--- src/rtl/uart_rx.sv ---
// -----------------------------------------------------------------------------
// uart_rx -- 8N1 (optionally 8E1) UART receiver.
//
// Oversamples the asynchronous serial line with the system clock, confirms the
// start bit at its midpoint, samples every following bit at its midpoint and
// reassembles LSB-first data words. Each good word is held on dataOut until the
// next good frame, with dataValid high until the consumer reads it.
//
// Optional feature macro: UART_RX_PARITY_EN
//   defined   -> an even-parity bit follows the data bits; parityErr pulses on
//                mismatch and the word is discarded.
//   undefined -> plain 8N1 framing, parityErr tied low.
//
// Parameters:
//   DATA_WIDTH      data bits per frame
//   CLOCKS_PER_BIT  clk cycles per serial bit (minimum 4)
//
// Ports:
//   clk        system clock, rising edge
//   rst        synchronous active-low reset
//   uartBus    asynchronous serial line, idle high
//   rdEn       consumer read strobe; clears dataValid and overrun
//   dataOut    last received word
//   dataValid  high while dataOut holds an unread word
//   frameErr   one-cycle pulse when the stop bit is sampled low
//   overrun    sticky; a new word landed on top of an unread one
//   parityErr  one-cycle pulse on parity mismatch
// -----------------------------------------------------------------------------
module uart_rx #(
   parameter int DATA_WIDTH     = 8,
   parameter int CLOCKS_PER_BIT = 10417
) (
   input  logic                  clk,
   input  logic                  rst,
   input  logic                  uartBus,
   input  logic                  rdEn,
   output logic [DATA_WIDTH-1:0] dataOut,
   output logic                  dataValid,
   output logic                  frameErr,
   output logic                  overrun,
   output logic                  parityErr
);

   localparam int CNT_W = $clog2(CLOCKS_PER_BIT);
   localparam int IDX_W = $clog2(DATA_WIDTH) + 1;
   localparam int HALF  = CLOCKS_PER_BIT / 2;

   localparam logic [CNT_W-1:0] HALF_LAST = CNT_W'(HALF - 1);
   localparam logic [CNT_W-1:0] BIT_LAST  = CNT_W'(CLOCKS_PER_BIT - 1);
   localparam logic [IDX_W-1:0] IDX_LAST  = IDX_W'(DATA_WIDTH - 1);

   typedef enum logic [2:0] {
      IDLE, START, DATA, PARITY, STOP, BREAK
   } state_t;

   state_t                  state, nextState;
   logic                    rxMeta, rxS;
   logic [CNT_W-1:0]        count;
   logic [IDX_W-1:0]        bitIdx;
   logic [DATA_WIDTH-1:0]   shiftReg;

   // Control strobes from the output decode.
   logic tick;          // count at the sample point for the current state
   logic countRun;
   logic shiftEn;
   logic parSample;
   logic wordReady;
   logic frameErrSet;
   logic parityErrSet;
   logic parityOk;

   // Two-flop synchronizer; idles high so reset does not look like a start bit.
   always_ff @(posedge clk) begin
      // NOTE: non-blocking assignments so every flop sees pre-edge values;
      // blocking here would collapse the two stages into one.
      if (!rst) begin
         rxMeta <= 1'b1;
         rxS    <= 1'b1;
      end else begin
         rxMeta <= uartBus;
         rxS    <= rxMeta;
      end
   end

   // The start bit is confirmed half a bit in; every later sample is a full bit
   // after the previous one, which keeps all samples at mid-bit.
   assign tick = (state == START) ? (count == HALF_LAST) : (count == BIT_LAST);

`ifdef UART_RX_PARITY_EN
   logic parityBit;
   assign parityOk = ~(^shiftReg ^ parityBit);
`else
   assign parityOk = 1'b1;
`endif

   // FSM state register.
   always_ff @(posedge clk) begin
      if (!rst) state <= IDLE;
      else      state <= nextState;
   end

   // FSM next-state logic.
   always_comb begin
      // NOTE: assign a default before the case so no path leaves the signal
      // unassigned, which would infer a latch.
      nextState = state;
      case (state)
         IDLE:   if (!rxS) nextState = START;
         START:  if (tick) nextState = rxS ? IDLE : DATA;
`ifdef UART_RX_PARITY_EN
         DATA:   if (tick && bitIdx == IDX_LAST) nextState = PARITY;
         PARITY: if (tick) nextState = STOP;
`else
         DATA:   if (tick && bitIdx == IDX_LAST) nextState = STOP;
`endif
         // Leaving STOP at the stop-bit midpoint lets a back-to-back start bit
         // be seen; a low stop bit parks in BREAK until the line recovers.
         STOP:   if (tick) nextState = rxS ? IDLE : BREAK;
         BREAK:  if (rxS) nextState = IDLE;
         default: nextState = IDLE;
      endcase
   end

   // FSM output decode.
   always_comb begin
      countRun     = state inside {START, DATA, PARITY, STOP};
      shiftEn      = 1'b0;
      parSample    = 1'b0;
      wordReady    = 1'b0;
      frameErrSet  = 1'b0;
      parityErrSet = 1'b0;
      case (state)
         DATA:    shiftEn   = tick;
         PARITY:  parSample = tick;
         STOP: begin
            if (tick) begin
               if (!rxS)          frameErrSet  = 1'b1;
               else if (parityOk) wordReady    = 1'b1;
               else               parityErrSet = 1'b1;
            end
         end
         default: ;
      endcase
   end

   // Bit timing and data assembly.
   always_ff @(posedge clk) begin
      // NOTE: the data-path registers are reset too, because dataOut must
      // read zero out of reset and reset must abort any frame in flight.
      if (!rst) begin
         count    <= '0;
         bitIdx   <= '0;
         shiftReg <= '0;
      end else begin
         if (!countRun || tick) count <= '0;
         else                   count <= count + CNT_W'(1);

         if (state == START && tick) bitIdx <= '0;
         else if (shiftEn)           bitIdx <= bitIdx + IDX_W'(1);

         if (shiftEn) shiftReg <= {rxS, shiftReg[DATA_WIDTH-1:1]};
      end
   end

`ifdef UART_RX_PARITY_EN
   always_ff @(posedge clk) begin
      if (!rst) begin
         parityBit <= 1'b0;
         parityErr <= 1'b0;
      end else begin
         if (parSample) parityBit <= rxS;
         parityErr <= parityErrSet;
      end
   end
`else
   assign parityErr = 1'b0;
`endif

   // Hold-until-read output interface.
   always_ff @(posedge clk) begin
      if (!rst) begin
         dataOut   <= '0;
         dataValid <= 1'b0;
         frameErr  <= 1'b0;
         overrun   <= 1'b0;
      end else begin
         frameErr <= frameErrSet;
         if (wordReady) begin
            dataOut   <= shiftReg;
            dataValid <= 1'b1;
            // A read in the same cycle consumes the old word, so no overrun.
            if (dataValid && !rdEn)     overrun <= 1'b1;
            else if (dataValid && rdEn) overrun <= 1'b0;
         end else if (rdEn && dataValid) begin
            dataValid <= 1'b0;
            overrun   <= 1'b0;
         end
      end
   end

endmodule

--- config.mk ---
export PLATFORM = sky130hd
export DESIGN_NAME = uart_rx
export DESIGN_NICKNAME = d
export VERILOG_FILES = /design/src/rtl/uart_rx.sv
export SDC_FILE = /design/constraint.sdc
export NUM_CORES = 1
export LEC_CHECK = 0
export CORE_MARGIN = 8
export CORE_UTILIZATION = 40
export DETAILED_ROUTE_END_ITERATION = 6
export GPL_TIMING_DRIVEN = 0
export HOLD_SLACK_MARGIN = 0.08
export PLACE_DENSITY = 0.65
export REMOVE_ABC_BUFFERS = 1
export SLEW_MARGIN = 20
export SYNTH_ARGS = -nofsm -noshare
export SYNTH_HDL_FRONTEND = slang
export SYNTH_SLANG_ARGS = --single-unit
--- constraint.sdc ---
create_clock -name clk -period 2.38 [get_ports clk]
set_input_delay 0.476 -clock clk [delete_from_list [all_inputs] [get_ports clk]]
set_output_delay 0.476 -clock clk [all_outputs]
set_load 0.01 [all_outputs]
==> run metrics, run 1 <==
NumNets Final 214; max_cap viols 0; Setup crit start kind flip-flop; Crit Path Max Fanout 11; filler instances 409; total track usage 9.54%; CTS Root Cell clkbuf_8; ys flop type dfxtp_1; CP Data Required Time 2560 ps; largest net degree at the start of global routing 20; leading area contributor after synthesis dfxtp_1; Final Instance Area 2150 um^2; power per cell area 659 nW/um^2; Max Slew Vio Count 0; VDD IR max 302 uV; crit path from state[2]; Worst Setup End Kind flip-flop; status complete, no violations; relative slew slack 65.0%; Overall Power 1420 uW; clk_lat worst skew 290 ps; setup violators final 0; synth cell count leaders dfxtp_1 (42), nor2_1 (40), mux2i_1 (18), nand2_1 (10); CTS max path bufs 2; critical path data arrival time 2390 ps; min Tclk post-route 2220 ps; Final Cycle Share 93.1%; RD Place Congestion 0.791; Post-Layout Cell Count 261; fmax 451 MHz; Worst R2R Path Depth 7; Vias per Instance 5.01; Final HPWL DP 2220 um; CTS sink cnt 42; routed via count 1308; total CTS buffers 5; Worst Hold Depth 1; Worst-Margin Slew 522 ps; #FFs+latches synth 42; share of the yosys chip area belonging to registers 45.9%; io pins 16; drt drc 0; antenna violations before repair 0; Clock Pin Slew Worst Setup and Hold Paths 80 ps; ANT cells 0; PortBufs 14; mean post-synth cell area 9.40 um^2; placed insts 253; core area 4380 um^2; Iter 0 DRT Violations 50; vias in the first global route 1249; Post-synth EDFFs 0; H-tree lvl count 2; die area 7000 um^2; Finished Core Util 49.1%; WL final 3170 um; Post-CTS Hold Fix Bufs 0; Hold Fails Final Rpt 0; Horiz. Die Dim 83.7 um; final worst slack 163 ps; Reg-to-Reg Start state[2]; crit path kind reg2reg; WL per Instance 12.1 um; share of layout cells above drive strength 1 10.0%; Synth Cell Area 1830 um^2; DP Area 2000 um^2; HP Start rxMeta; first-pass GRT wire length 5710 um; Worst Clk Skew 8.00 ps; Die Ht 83.7 um; top post-synthesis cells by area dfxtp_1 (46%), mux2i_1 (9.8%), nor2_1 (8.2%); Initial Utilization 41.8%; synth warn 0; DR pass1 iterations 4; cell count after synthesis 195; total gr overflow 0; Post-DRT Antenna Nets 0; area grow syn2layout 17.4%; CTS tree built; pre-CTS WS -60.7 ps; Rows 24; most common cell in the netlist dfxtp_1; RSZ-0062 raised after global routing no; hold crit path type reg2reg; Cell variety after synth 43; FFs w/ async S/R, synth 0%; static leakage 0.000738 uW; Synth top area share 45.9%
flip-flops by register name (all words and copies together) (netlist names), named ones only:
name	count
rxMeta	1
dataValid	1
frameErr	1
shiftReg	8
state	3
count	14
dataOut	8
bitIdx	4
rxS	1
final cells by class:
| class | count | area [um^2] | area share [%] |
|---|---|---|---|
| clock inverters | 3 | 68.8 | 3.20 |
| repair buffers | 17 | 158 | 7.33 |
| well taps | 52 | 65.1 | 3.02 |
| inverters | 4 | 15.0 | 0.698 |
| flip-flops and latches | 42 | 842 | 39.1 |
| multi-input cells | 138 | 935 | 43.4 |
| clock buffers | 5 | 68.8 | 3.20 |
cell families (layout without fill, tap and decap cells):
logic type               Yosys count  after routing  share of synthesized area, %
adder cells (fa/ha/maj)            2              2                          1.36
AND/OR/NAND/NOR                   85             85                          23.8
AO/OA/AOI/OAI                     16             16                          6.76
XOR/XNOR                          16             16                          7.65
flip-flops                        42             42                          45.9
other                              1              1                         0.205
buffers and inverters             15             29                          4.50
multiplexers                      18             18                          9.83
layer usage:
layer  GRT usage (%)  part of all wire (%)
met1            12.2                    53
met2            14.0                    43
met3            3.03                   2.3
met4            4.55                   1.8
met5               0                     0
critical path, cell delays in order, from the launching register on:
cell and delay, ps:
dfxtp_1 420, or3b_4 430, a21boi_4 180, nor4b_4 410
buf_2 230, buf_2 200, mux2i_1 200, nor2_1 50
per-stage QoR:
stage          hold WS (ps)  TNS, ps
6_report                413        0
4_1_cts                 413        0
3_5_place_dp            394     -257
3_3_place_gp            388   -18330
5_1_grt                 439        0
2_1_floorplan           386    -6770
final timing paths:
| check | slack, ps | end |
|---|---|---|
| max | 160 | dataOut[5] |
| min reg2reg | 410 | rxS |
| min | 410 | rxS |
| max reg2reg | 160 | dataOut[5] |
timing repair:
item                       4_1_cts  5_1_grt
setup endpoints to repair        5        5
pin swaps                        0        1
resized for setup                1        2
setup buffers                    0        0
power breakdown:
part | internal [uW] | switching (uW)
Sequential | 706 | 5.24
Clock | 420 | 249
Combinational | 15.0 | 22.2
Total | 1140 | 277
cells in the final DEF, fill, tap and decap left out, types with 2 or more instances in the layout:
master           count
xor2_1               8
nand3_2              2
mux2i_1             18
nor2b_1              2
nor4b_1              2
inv_1                3
bufinv_16            2
clkbuf_8             5
a31oi_1              2
nand2b_1             5
dfxtp_1             41
nand2_1             10
and3_1               3
buf_2                2
ha_1                 2
a21oi_1              4
nor2_1              40
clkdlybuf4s50_1     14
and4_1               2
xnor2_1              8
a211oi_1             2
nor4_1               2
nand3_1              6
Note: power is estimated with default switching activity, not from simulation.
==> run 2: changes to the inputs <==
--- a/config.mk
+++ b/config.mk
@@ -6,11 +6,12 @@
 export NUM_CORES = 1
 export LEC_CHECK = 0
 export CORE_MARGIN = 8
-export CORE_UTILIZATION = 40
+export CORE_UTILIZATION = 45
 export DETAILED_ROUTE_END_ITERATION = 6
 export GPL_TIMING_DRIVEN = 0
 export HOLD_SLACK_MARGIN = 0.08
-export PLACE_DENSITY = 0.65
+export MAX_ROUTING_LAYER = met4
+export PLACE_DENSITY = 0.71
 export REMOVE_ABC_BUFFERS = 1
 export SLEW_MARGIN = 20
 export SYNTH_ARGS = -nofsm -noshare
==> run 2 against run 1 <==
Against the previous run: highest routed layer unchanged; clock power fell by 16%; register-to-register slack got worse by 30 ps; combinational power barely moved; largest cell class unchanged; final area fell by 0.76%; sequential share of layout area rose by 0.24 points; maximum frequency fell by 1.5%; cell count fell by 0.38%.
==> run metrics, run 2 (synthesized netlist as in run 1, its figures left out) <==
Initial Utilization 46.2%; crit path kind reg2reg; CTS tree built; fmax 444 MHz; largest registers count: 14 flops, dataOut: 8 flops, shiftReg: 8 flops; die area 6370 um^2; Clock Pin Slew Worst Setup and Hold Paths 80 ps; Crit Path Max Fanout 10; Final Instance Area 2140 um^2; Largest Register count; Worst Clk Skew 7.01 ps; area grow syn2layout 16.5%; CTS sink cnt 42; total CTS buffers 5; placed insts 250; r2r setup slk 130 ps; Vias per Instance 4.94; Most Crowded Layer GR met2; Iter 0 DRT Violations 90; first-pass GRT wire length 5600 um; setup violators final 0; WL final 3140 um; CTS max path bufs 2; largest net degree at the start of global routing 20; core area 3970 um^2; Die Ht 79.8 um; Post-Layout Cell Count 260; Horiz. Die Dim 79.8 um; met1 usage 13.6%; VDD IR max 284 uV; max_cap viols 0; Hold Fails Final Rpt 0; Overall Power 1310 uW; commonest non-fill, non-tap cell in the layout dfxtp_1; Rows 23; Finished Core Util 53.8%; status complete, no violations; filler instances 381; DP Area 1990 um^2; min Tclk post-route 2250 ps; routed via count 1285; relative slew slack 65.3%; PortBufs 14; drt drc 0; RSZ-0062 raised after global routing no; Post-CTS Hold Fix Bufs 0; CP Data Required Time 2550 ps; io pins 16; static leakage 0.000736 uW; total gr overflow 0; Final Cycle Share 94.6%; critical path data arrival time 2430 ps; most frequent cells in the layout dfxtp_1 (42), nor2_1 (40), mux2i_1 (18); Max Slew Vio Count 0; NumNets Final 216; H-tree lvl count 2; CTS Root Cell clkbuf_8; WL per Instance 12.1 um; antenna violations before repair 0; Post-DRT Antenna Nets 0; clk_lat worst skew 290 ps; met2 Track Usage GR 16.2%; vias in the first global route 1222; Worst Hold Margin 414 ps; Setup crit start kind flip-flop; RD Place Congestion 0.858; Final HPWL DP 2200 um; DR pass1 iterations 4; share of layout cells above drive strength 1 9.52%; Worst-Margin Slew 518 ps; M3 GR Usage 3.83%; total track usage 11.4%; hold crit path type reg2reg; power per cell area 615 nW/um^2; Largest register FFs 14; Worst Setup End Kind flip-flop; ANT cells 0
==> run 2: power by group <==
part | internal, uW | leakage [uW] | switching (uW) | total, uW
Sequential | 706 | 0.000339 | 5.37 | 711
Combinational | 14.9 | 0.000340 | 22.0 | 36.9
Clock | 335 | 0.0000573 | 230 | 565
==> run 2: through the flow <==
step	setup WS (ps)	TNS (ps)
5_1_grt	3.89	0
2_1_floorplan	-575	-6770
3_3_place_gp	-1310	-17800
4_1_cts	2.62	0
3_5_place_dp	-204	-927
6_report	129	0
==> run 2: path summary, 6_finish.rpt <==
check	startpoint	to	depth (start not counted)
max	state[0]	shiftReg[1]	6
max reg2reg	state[0]	shiftReg[1]	6
min reg2reg	rxMeta	rxS	1
min	rxMeta	rxS	1
==> run 2: metal layers <==
layer,up-vias,share of wire [%],wire [um]
li1,688,-,-
met1,575,52,1640
met2,16,42,1340
met3,6,3.1,96
met4,0,2.3,72
met5,-,0,0
==> run 2: final cells by class <==
class,count,area (um^2),share of cell area [%]
multi-input combinational,138,930,43.5
sequential,42,841,39.4
timing repair buffer,19,175,8.20
clock buffer,6,82.6,3.87
tap,50,62.6,2.93
clock inverter,1,30.0,1.41
inverter,4,15.0,0.703
==> run 2: worst max-delay path, stage by stage (launching register included) <==
cell      delay (ps)
dfxtp_1          500
or3b_4           440
a21boi_4         180
nor3_2           490
buf_4            260
mux2i_1          200
nor2_1            50
==> run 2: repair_timing <==
| item | 4_1_cts | 5_1_grt |
|---|---|---|
| pin swaps | 0 | 1 |
| gates resized for setup | 1 | 0 |
| setup endpoints to repair | 5 | 5 |
| buffers inserted | 0 | 3 |
| hold endpoints to repair | 0 | 0 |
